## src/rtl/tile_n_iter.sv

```systemverilog
// Walks a layer's tile dimension in chunks of tile_n and issues (base, len, idx, last) descriptors over valid/ready.
// Optional stall counter port stall_cnt is built when TILE_ITER_STATS_EN is defined.
module tile_n_iter #(
   parameter int unsigned CNT_W    = 32,
   parameter int unsigned IDX_W    = 16,
   parameter int unsigned PW_ALIGN = 4
) (
   input  logic             clk,
   input  logic             rst_n,
   input  logic             start,
   input  logic [1:0]       layer_type,
   input  logic [CNT_W-1:0] total_n,
   input  logic [CNT_W-1:0] tile_n,
   output logic             tile_valid,
   input  logic             tile_ready,
   output logic [CNT_W-1:0] tile_base,
   output logic [CNT_W-1:0] tile_len,
   output logic [IDX_W-1:0] tile_idx,
   output logic             tile_last,
   output logic             busy,
   output logic             done,
   output logic             err
`ifdef TILE_ITER_STATS_EN
   ,
   output logic [31:0]      stall_cnt
`endif
);

   localparam logic [1:0]       LT_PW     = 2'd0;
   localparam logic [CNT_W-1:0] ALIGN_MSK = CNT_W'(PW_ALIGN - 1);
   localparam logic [IDX_W-1:0] IDX_MAX   = {IDX_W{1'b1}};

   typedef enum logic [2:0] {
      S_IDLE  = 3'd0,
      S_CHECK = 3'd1,
      S_ISSUE = 3'd2,
      S_FIN   = 3'd3,
      S_ERR   = 3'd4
   } state_t;

   state_t           state;
   logic [CNT_W-1:0] total_q;
   logic [CNT_W-1:0] tile_n_q;
   logic [1:0]       type_q;
   logic [CNT_W-1:0] rem_q;

   logic             bad_cfg_c;
   logic [CNT_W-1:0] first_len_c;
   logic [CNT_W-1:0] next_rem_c;
   logic [CNT_W-1:0] next_len_c;

   // Look-ahead for the next descriptor so len/last can be registered with valid
   always_comb begin
      bad_cfg_c   = (tile_n_q == '0) ||
                    ((type_q == LT_PW) && ((tile_n_q & ALIGN_MSK) != '0));
      first_len_c = (total_q < tile_n_q) ? total_q : tile_n_q;
      next_rem_c  = rem_q - tile_len;
      next_len_c  = (next_rem_c < tile_n_q) ? next_rem_c : tile_n_q;
   end

   always_ff @(posedge clk or negedge rst_n) begin
      if (!rst_n) begin
         state      <= S_IDLE;
         total_q    <= '0;
         tile_n_q   <= '0;
         type_q     <= '0;
         rem_q      <= '0;
         tile_valid <= 1'b0;
         tile_base  <= '0;
         tile_len   <= '0;
         tile_idx   <= '0;
         tile_last  <= 1'b0;
         busy       <= 1'b0;
         done       <= 1'b0;
         err        <= 1'b0;
      end else begin
         done <= 1'b0;
         err  <= 1'b0;
         case (state)
            S_IDLE: begin
               if (start) begin
                  total_q  <= total_n;
                  tile_n_q <= tile_n;
                  type_q   <= layer_type;
                  busy     <= 1'b1;
                  state    <= S_CHECK;
               end
            end
            S_CHECK: begin
               if (bad_cfg_c) begin
                  err   <= 1'b1;
                  busy  <= 1'b0;
                  state <= S_ERR;
               end else if (total_q == '0) begin
                  done  <= 1'b1;
                  busy  <= 1'b0;
                  state <= S_FIN;
               end else begin
                  rem_q      <= total_q;
                  tile_valid <= 1'b1;
                  tile_base  <= '0;
                  tile_idx   <= '0;
                  tile_len   <= first_len_c;
                  tile_last  <= (total_q <= tile_n_q);
                  state      <= S_ISSUE;
               end
            end
            S_ISSUE: begin
               if (tile_ready) begin
                  if (tile_last) begin
                     tile_valid <= 1'b0;
                     tile_last  <= 1'b0;
                     done       <= 1'b1;
                     busy       <= 1'b0;
                     state      <= S_FIN;
                  end else if (tile_idx == IDX_MAX) begin
                     // Sequence number would wrap: abort the layer
                     tile_valid <= 1'b0;
                     tile_last  <= 1'b0;
                     err        <= 1'b1;
                     busy       <= 1'b0;
                     state      <= S_ERR;
                  end else begin
                     rem_q     <= next_rem_c;
                     tile_base <= tile_base + tile_len;
                     tile_idx  <= tile_idx + IDX_W'(1);
                     tile_len  <= next_len_c;
                     tile_last <= (next_rem_c <= tile_n_q);
                  end
               end
            end
            S_FIN:   state <= S_IDLE;
            S_ERR:   state <= S_IDLE;
            default: state <= S_IDLE;
         endcase
      end
   end

`ifdef TILE_ITER_STATS_EN
   // Saturating count of back-pressured descriptor cycles, cleared per accepted layer
   always_ff @(posedge clk or negedge rst_n) begin
      if (!rst_n) begin
         stall_cnt <= '0;
      end else if ((state == S_IDLE) && start) begin
         stall_cnt <= '0;
      end else if (tile_valid && !tile_ready && (stall_cnt != '1)) begin
         stall_cnt <= stall_cnt + 32'd1;
      end
   end
`endif

endmodule

```

## config.mk

```make
export PLATFORM = sky130hd
export DESIGN_NAME = tile_n_iter
export DESIGN_NICKNAME = d
export VERILOG_FILES = /design/src/rtl/tile_n_iter.sv
export SDC_FILE = /design/constraint.sdc
export NUM_CORES = 1
export LEC_CHECK = 0
export ABC_CLOCK_PERIOD_IN_PS = 11950
export BUFFER_PORTS_ARGS = -buffer_cell sky130_fd_sc_hd__clkbuf_2
export CAP_MARGIN = 25
export CORE_UTILIZATION = 50
export DETAILED_ROUTE_END_ITERATION = 10
export PLACE_DENSITY = 0.73
export SYNTH_ARGS = -nofsm -noshare
export SYNTH_HDL_FRONTEND = slang
export SYNTH_SLANG_ARGS = --single-unit
```

## constraint.sdc

```tcl
create_clock -name clk -period 11.95 [get_ports clk]
set_clock_uncertainty 0.05 [all_clocks]
set_input_delay 1.7925 -clock clk [delete_from_list [all_inputs] [get_ports clk]]
set_output_delay 1.7925 -clock clk [all_outputs]
set_load 0.01 [all_outputs]
```

### Word level (Yosys, flattened, before mapping)

Index checks and enable logic that the tools add are counted.
Widths: inputs -> output; s select.

* bits in registers: 186
* input port bits: 70
* output and inout bits: 85
* logic and storage cells: 105

* $add $sub $neg: 3
* magnitude comparators: 4
* equality and inequality tests: 11
* muxes and demuxes: 59
* reductions and logical operators: 15

Operators by type and width (count)
* $mux 32: 17
* $pmux 32 s2: 3
* $mux 16: 5
* $le 32x32->1: 2
* $logic_not 32->1: 2
* $lt 32x32->1: 2
* $add 32x32->32: 1
* $pmux 16 s2: 1
* $reduce_bool 32->1: 1
* $sub 32x32->32: 1
* $mux 1: 22
* $add 16x1->16 const B: 1
* $eq 16x16->1 const B: 1
* $mux 3: 5
* $ne 2x2->1 const B: 6
* $reduce_and 5->1: 2
* $pmux 3 s3: 1
* $pmux 1 s2: 4
* $ne 3x3->1 const B: 2
* $reduce_and 6->1: 1
* $reduce_and 4->1: 1
* $eq 3x1->1 const B: 1
* $eq 3x2->1 const B: 1
* $logic_not 3->1: 1
* other kinds (8): 8

### Logic depth before layout (Yosys ltp)

* word-level depth: 7
* mapped depth: 24
* depth with buffers taken out: 23

### Worst setup path after synthesis

Ideal clock, no wire load.

* kind: register to register
* start: reg tile_len[0]
* end: reg tile_len[6]
* library setup time: 126 ps
* data arrival time: 4657 ps
* slack: 7117 ps
* cell stages (with the launch flop): 23
* buffers on the path: 1
* clock period less this slack: 4833 ps
* path through: dfrtp_1 > ha_1 > inv_1 > fa_1 > a21o_1 > a21oi_2 > o21ai_2 > and3_1 > o31ai_2 > o22ai_1 > a221o_1 > xnor2_2 > inv_1 > ha_1 > nand4_1 > or2_2 > nor4_1 > a311o_1 > a211o_2 > or2_2 > buf_2 > o22ai_1 > o31ai_1

* cells in the longest elaborated chain, start to end: 7

RTL lines
* start: declaration: RTL line 17 `output logic [CNT_W-1:0] tile_len,`
* start signal: assignment: RTL line 103 `tile_len <= first_len_c;`
* start signal: assignment: RTL line 127 `tile_len <= next_len_c;`
* $sub 32x32->32 *: RTL line 57 `next_rem_c = rem_q - tile_len;`
* $lt 32x32->1: RTL line 58 `next_len_c = (next_rem_c < tile_n_q) ? next_rem_c : tile_n_q;`
* $mux 32 *: RTL line 58
* $mux 32 *: RTL line 116 `end else if (tile_idx == IDX_MAX) begin`
* $mux 32 *: RTL line 110 `if (tile_last) begin`
* $mux 32 *: RTL line 109 `if (tile_ready) begin`
* $pmux 32 s2 *: RTL line 79 `case (state)`

Every way passes the cells marked *; elsewhere a longest branch is shown, timed or not. The select of a mux whose other input is x is not followed.
A chain may end at the register's enable or synchronous reset.

### Final worst setup path

* start: reg rem_q[0]
* end: reg tile_len[12]

* cells in the longest elaborated chain, start to end: 7

RTL lines
* start: declaration: RTL line 45 `logic [CNT_W-1:0] rem_q;`
* start signal: assignment: RTL line 99 `rem_q <= total_q;`
* start signal: assignment: RTL line 124 `rem_q <= next_rem_c;`
* $sub 32x32->32 *: RTL line 57
* $lt 32x32->1: RTL line 58
* $mux 32 *: RTL line 58
* $mux 32 *: RTL line 116
* $mux 32 *: RTL line 110
* $mux 32 *: RTL line 109
* $pmux 32 s2 *: RTL line 79

Marks and branches as above.

==> impl_metrics.ini <==
[timing]
finalHoldViolCount = 0
setup_viol = 0
rsz0062_at_grt = no
fin_crit_sh_pct = 48.75
final.setup.tns_ns = 0
slew_headroom_pct = 36.05
fmax_ghz = 0.1717
tightest_slew_ns = 0.9593
final_max_slew_viol_count = 0
period_minus_slack_ns = 5.825

[clocking]
cts.hold.buffers_added = 0
clkTransAtPathRegs_ns = 0.07
clock-root-buffer = clkbuf_16
post_cts_buffers = 0
numCtsBuffers = 17
clockBufferDepth = 2
cts_tree = built
cts_sinks = 186
clk_latency_ns = 0.44
cts_resized = 0
htree_levels = 4

[synth]
syn-num-nets = 1635
ys_types = 83
netlist_area_sq_mm = 0.01279
yosysTopAreaCellShare_pct = 36.40
synth_seq_area_share_pct = 36.40
synth_edf_count = 0
synthCells = 1436
synthArstFlopShare_pct = 100.0
synth_seq_cells = 186
synth_largest_area_cell = dfrtp_1
ys_top_cells_by_area = dfrtp_1, ha_1, nand2_1, o21ai_0, a21oi_1
yosysWarnings = 0
synthFlopType = dfrtp_1
avgSynthCellArea_sq_um = 8.905

[global_routing]
antenna_found_initial = 0
overflow = 0
grtUsageTotal_pct = 28.50
grt_max_degree = 113
grt_pass1_wl_um = 58350
grt_pass1_vias = 10810

[critical_path]
crit_path_top_delay_cell = mux2i_4
end_kind = flip-flop
r2r_slack_ns = 6.12
cp.arrival_ns = 6.13
worst-setup-path-type = reg -> reg
worstPathRequired_ns = 12.26
path_max_fanout = 25
cpPeakStageDelay_ns = 0.67
r2r_cells = 23
crit_chain = inv_1, ha_1, inv_1, fa_1, a21o_1, a21oi_2, o21ai_2, and3_1, o31ai_2, o22ai_1, a221o_1, xnor2_2, inv_1, ha_1, nand4_1, or2_2, nor4_1, a311o_1, a211o_2, mux2i_4, o22ai_1, a211o_1, o21ai_1
start_kind = flip-flop
crit_path_frequent_cell = inv_1

[detailed_routing]
vias_per_cell = 5.962
ant_nets = 0
firstDrtPassIters = 5
drc = 0
drt-initial-drc-count = 990
vias = 11360
wl_per_cell_um = 19.14
wl_um = 36490

[place]
dp_hpwl_um = 27670
place_inst = 1873
gp_congestion = 0.9356
dpl_cell_area_sq_mm = 0.01382
port-buffer-count = 154

[min_path]
worstHoldPathType = reg -> reg
hold_depth = 2

[floorplan]
core_sq_mm = 0.02511
row_count = 58
die_width_um = 161.9
io_pins = 155
die_h_um = 161.9
die_area_sq_mm = 0.02622
initial_core_util_pct = 50.93

[finish]
final_area_sq_mm = 0.01443
stdcell_count = 1906
n_antenna_cell = 0
fillers = 2360
drive_gt1_share_pct = 16.94
layout.nets = 1762
area_growth_pct = 12.88

[run]
drv_cap = 0

[outcome]
outcome = complete, no violations
## synthesized netlist by cell type, types with 4 or more instances
cell type,number
o22ai_1,19
a211o_1,11
ha_1,127
a221o_1,7
a31oi_1,15
a21oi_1,83
nor4_1,22
nand2b_1,6
and2_1,6
a22oi_1,25
dfrtp_1,186
nand3_1,39
o211ai_1,4
buf_2,16
a21o_1,36
a211oi_1,8
o21ai_0,99
nor2b_1,8
mux2_2,31
a21oi_2,4
nor3_1,12
clkbuf_1,36
or3_1,4
o31ai_1,21
and3_1,9
o21bai_1,9
o21ai_1,21
a21boi_0,5
o221ai_1,12
inv_1,97
nor2_1,78
nand4_1,29
nand2_1,191
xnor2_1,36
xor2_1,29
o21a_1,16
o21ai_2,4
nor2_2,4
## cells by family after synthesis
logic type      after synthesis  synth area share, %
flops                       186                36.40
buf+inv                     155                4.853
xor+xnor                     67                4.706
simple gates                423                15.17
mux                          34                3.063
compound gates              442                23.07
fa+ha+maj                   129                12.74
## cell type report
type	instances	area (sq um)	area share (%)
Clock buffer	17	425.4	2.947
Clock inverter	15	161.4	1.118
Inverter	97	364.1	2.523
Multi-Input combinational cell	1095	7526	52.14
Sequential cell	186	4654	32.25
Tap cell	330	412.9	2.861
Timing Repair Buffer	166	889.6	6.163
## per-layer routing
layer	vias to the layer above	part of all wire (%)	track usage [%]
li1	5477	-	-
met1	5381	48	43.19
met2	443	42	41.28
met3	63	7.3	4.009
met4	0	2.6	9.734
met5	-	0	0
## layout by cell type (no fill, tap or decap), types with 5 or more instances in the layout
master / synthesis / routed
a22oi_1: 25 / 25
a221o_1: 7 / 7
nor3_1: 12 / 11
and2_1: 6 / 6
xor2_1: 29 / 29
nand2_1: 191 / 191
o21ai_1: 21 / 21
and3_1: 9 / 8
a21oi_1: 83 / 83
o221ai_1: 12 / 12
o31ai_1: 21 / 21
nand3_1: 39 / 39
o22ai_1: 19 / 19
a21o_1: 36 / 36
a21boi_0: 5 / 5
clkbuf_2: 0 / 153
a211oi_1: 8 / 8
inv_1: 97 / 97
a211o_1: 11 / 11
nand4_1: 29 / 29
o21ai_0: 99 / 99
mux2_2: 31 / 31
o21a_1: 16 / 16
ha_1: 127 / 127
inv_6: 0 / 5
nor2b_1: 8 / 8
clkbuf_16: 0 / 17
buf_4: 3 / 11
o21bai_1: 9 / 9
dfrtp_1: 186 / 186
xnor2_1: 36 / 36
nor4_1: 22 / 22
nor2_1: 78 / 78
a31oi_1: 15 / 15
nand2b_1: 6 / 5
## state kept, by name (all words and copies together), names as in the netlist
signal,cells
rem_q,32
tile_base,32
tile_len,32
tile_n_q,32
total_q,32
tile_idx,16
state,3
type_q,2
busy,1
done,1
err,1
tile_last,1
tile_valid,1
## through the flow
stage               setup slack (ns)  util [%]  hold WS, ns
global route                   5.856     57.48       0.4667
finish                         6.125     57.48       0.4288
floorplan                      7.117         -       0.3928
global placement               6.336     55.04       0.4130
CTS                            6.217     57.37       0.4279
detailed placement             6.279     55.04       0.4137
## worst paths after layout
check                                            from                   endpoint
worst max-delay path             rem_q[0]$_DFFE_PN0P_   tile_len[12]$_DFFE_PN0P_
worst min-delay path            rem_q[11]$_DFFE_PN0P_      rem_q[11]$_DFFE_PN0P_
worst max register to register   rem_q[0]$_DFFE_PN0P_   tile_len[12]$_DFFE_PN0P_
worst min register to register  rem_q[11]$_DFFE_PN0P_      rem_q[11]$_DFFE_PN0P_
max in group asynchronous                       rst_n    total_q[21]$_DFFE_PN0P_
min in group asynchronous                       rst_n  tile_base[27]$_DFFE_PN0P_
## critical path, delay by kind of cell (launching register included)
kind / cells / cell delay [ns]
adders and majority gates: 3 / 0.84
muxes: 1 / 0.67
DFF: 1 / 0.36
AOI/OAI and AO/OA: 11 / 2.84
xor gates and xnor gates: 1 / 0.20
buffers and inverters: 3 / 0.21
and+or+nand+nor: 4 / 0.56
Power is left out: the tool's default activity adds up to more than one toggle a clock period on the data nets, which glitch-free logic cannot reach.
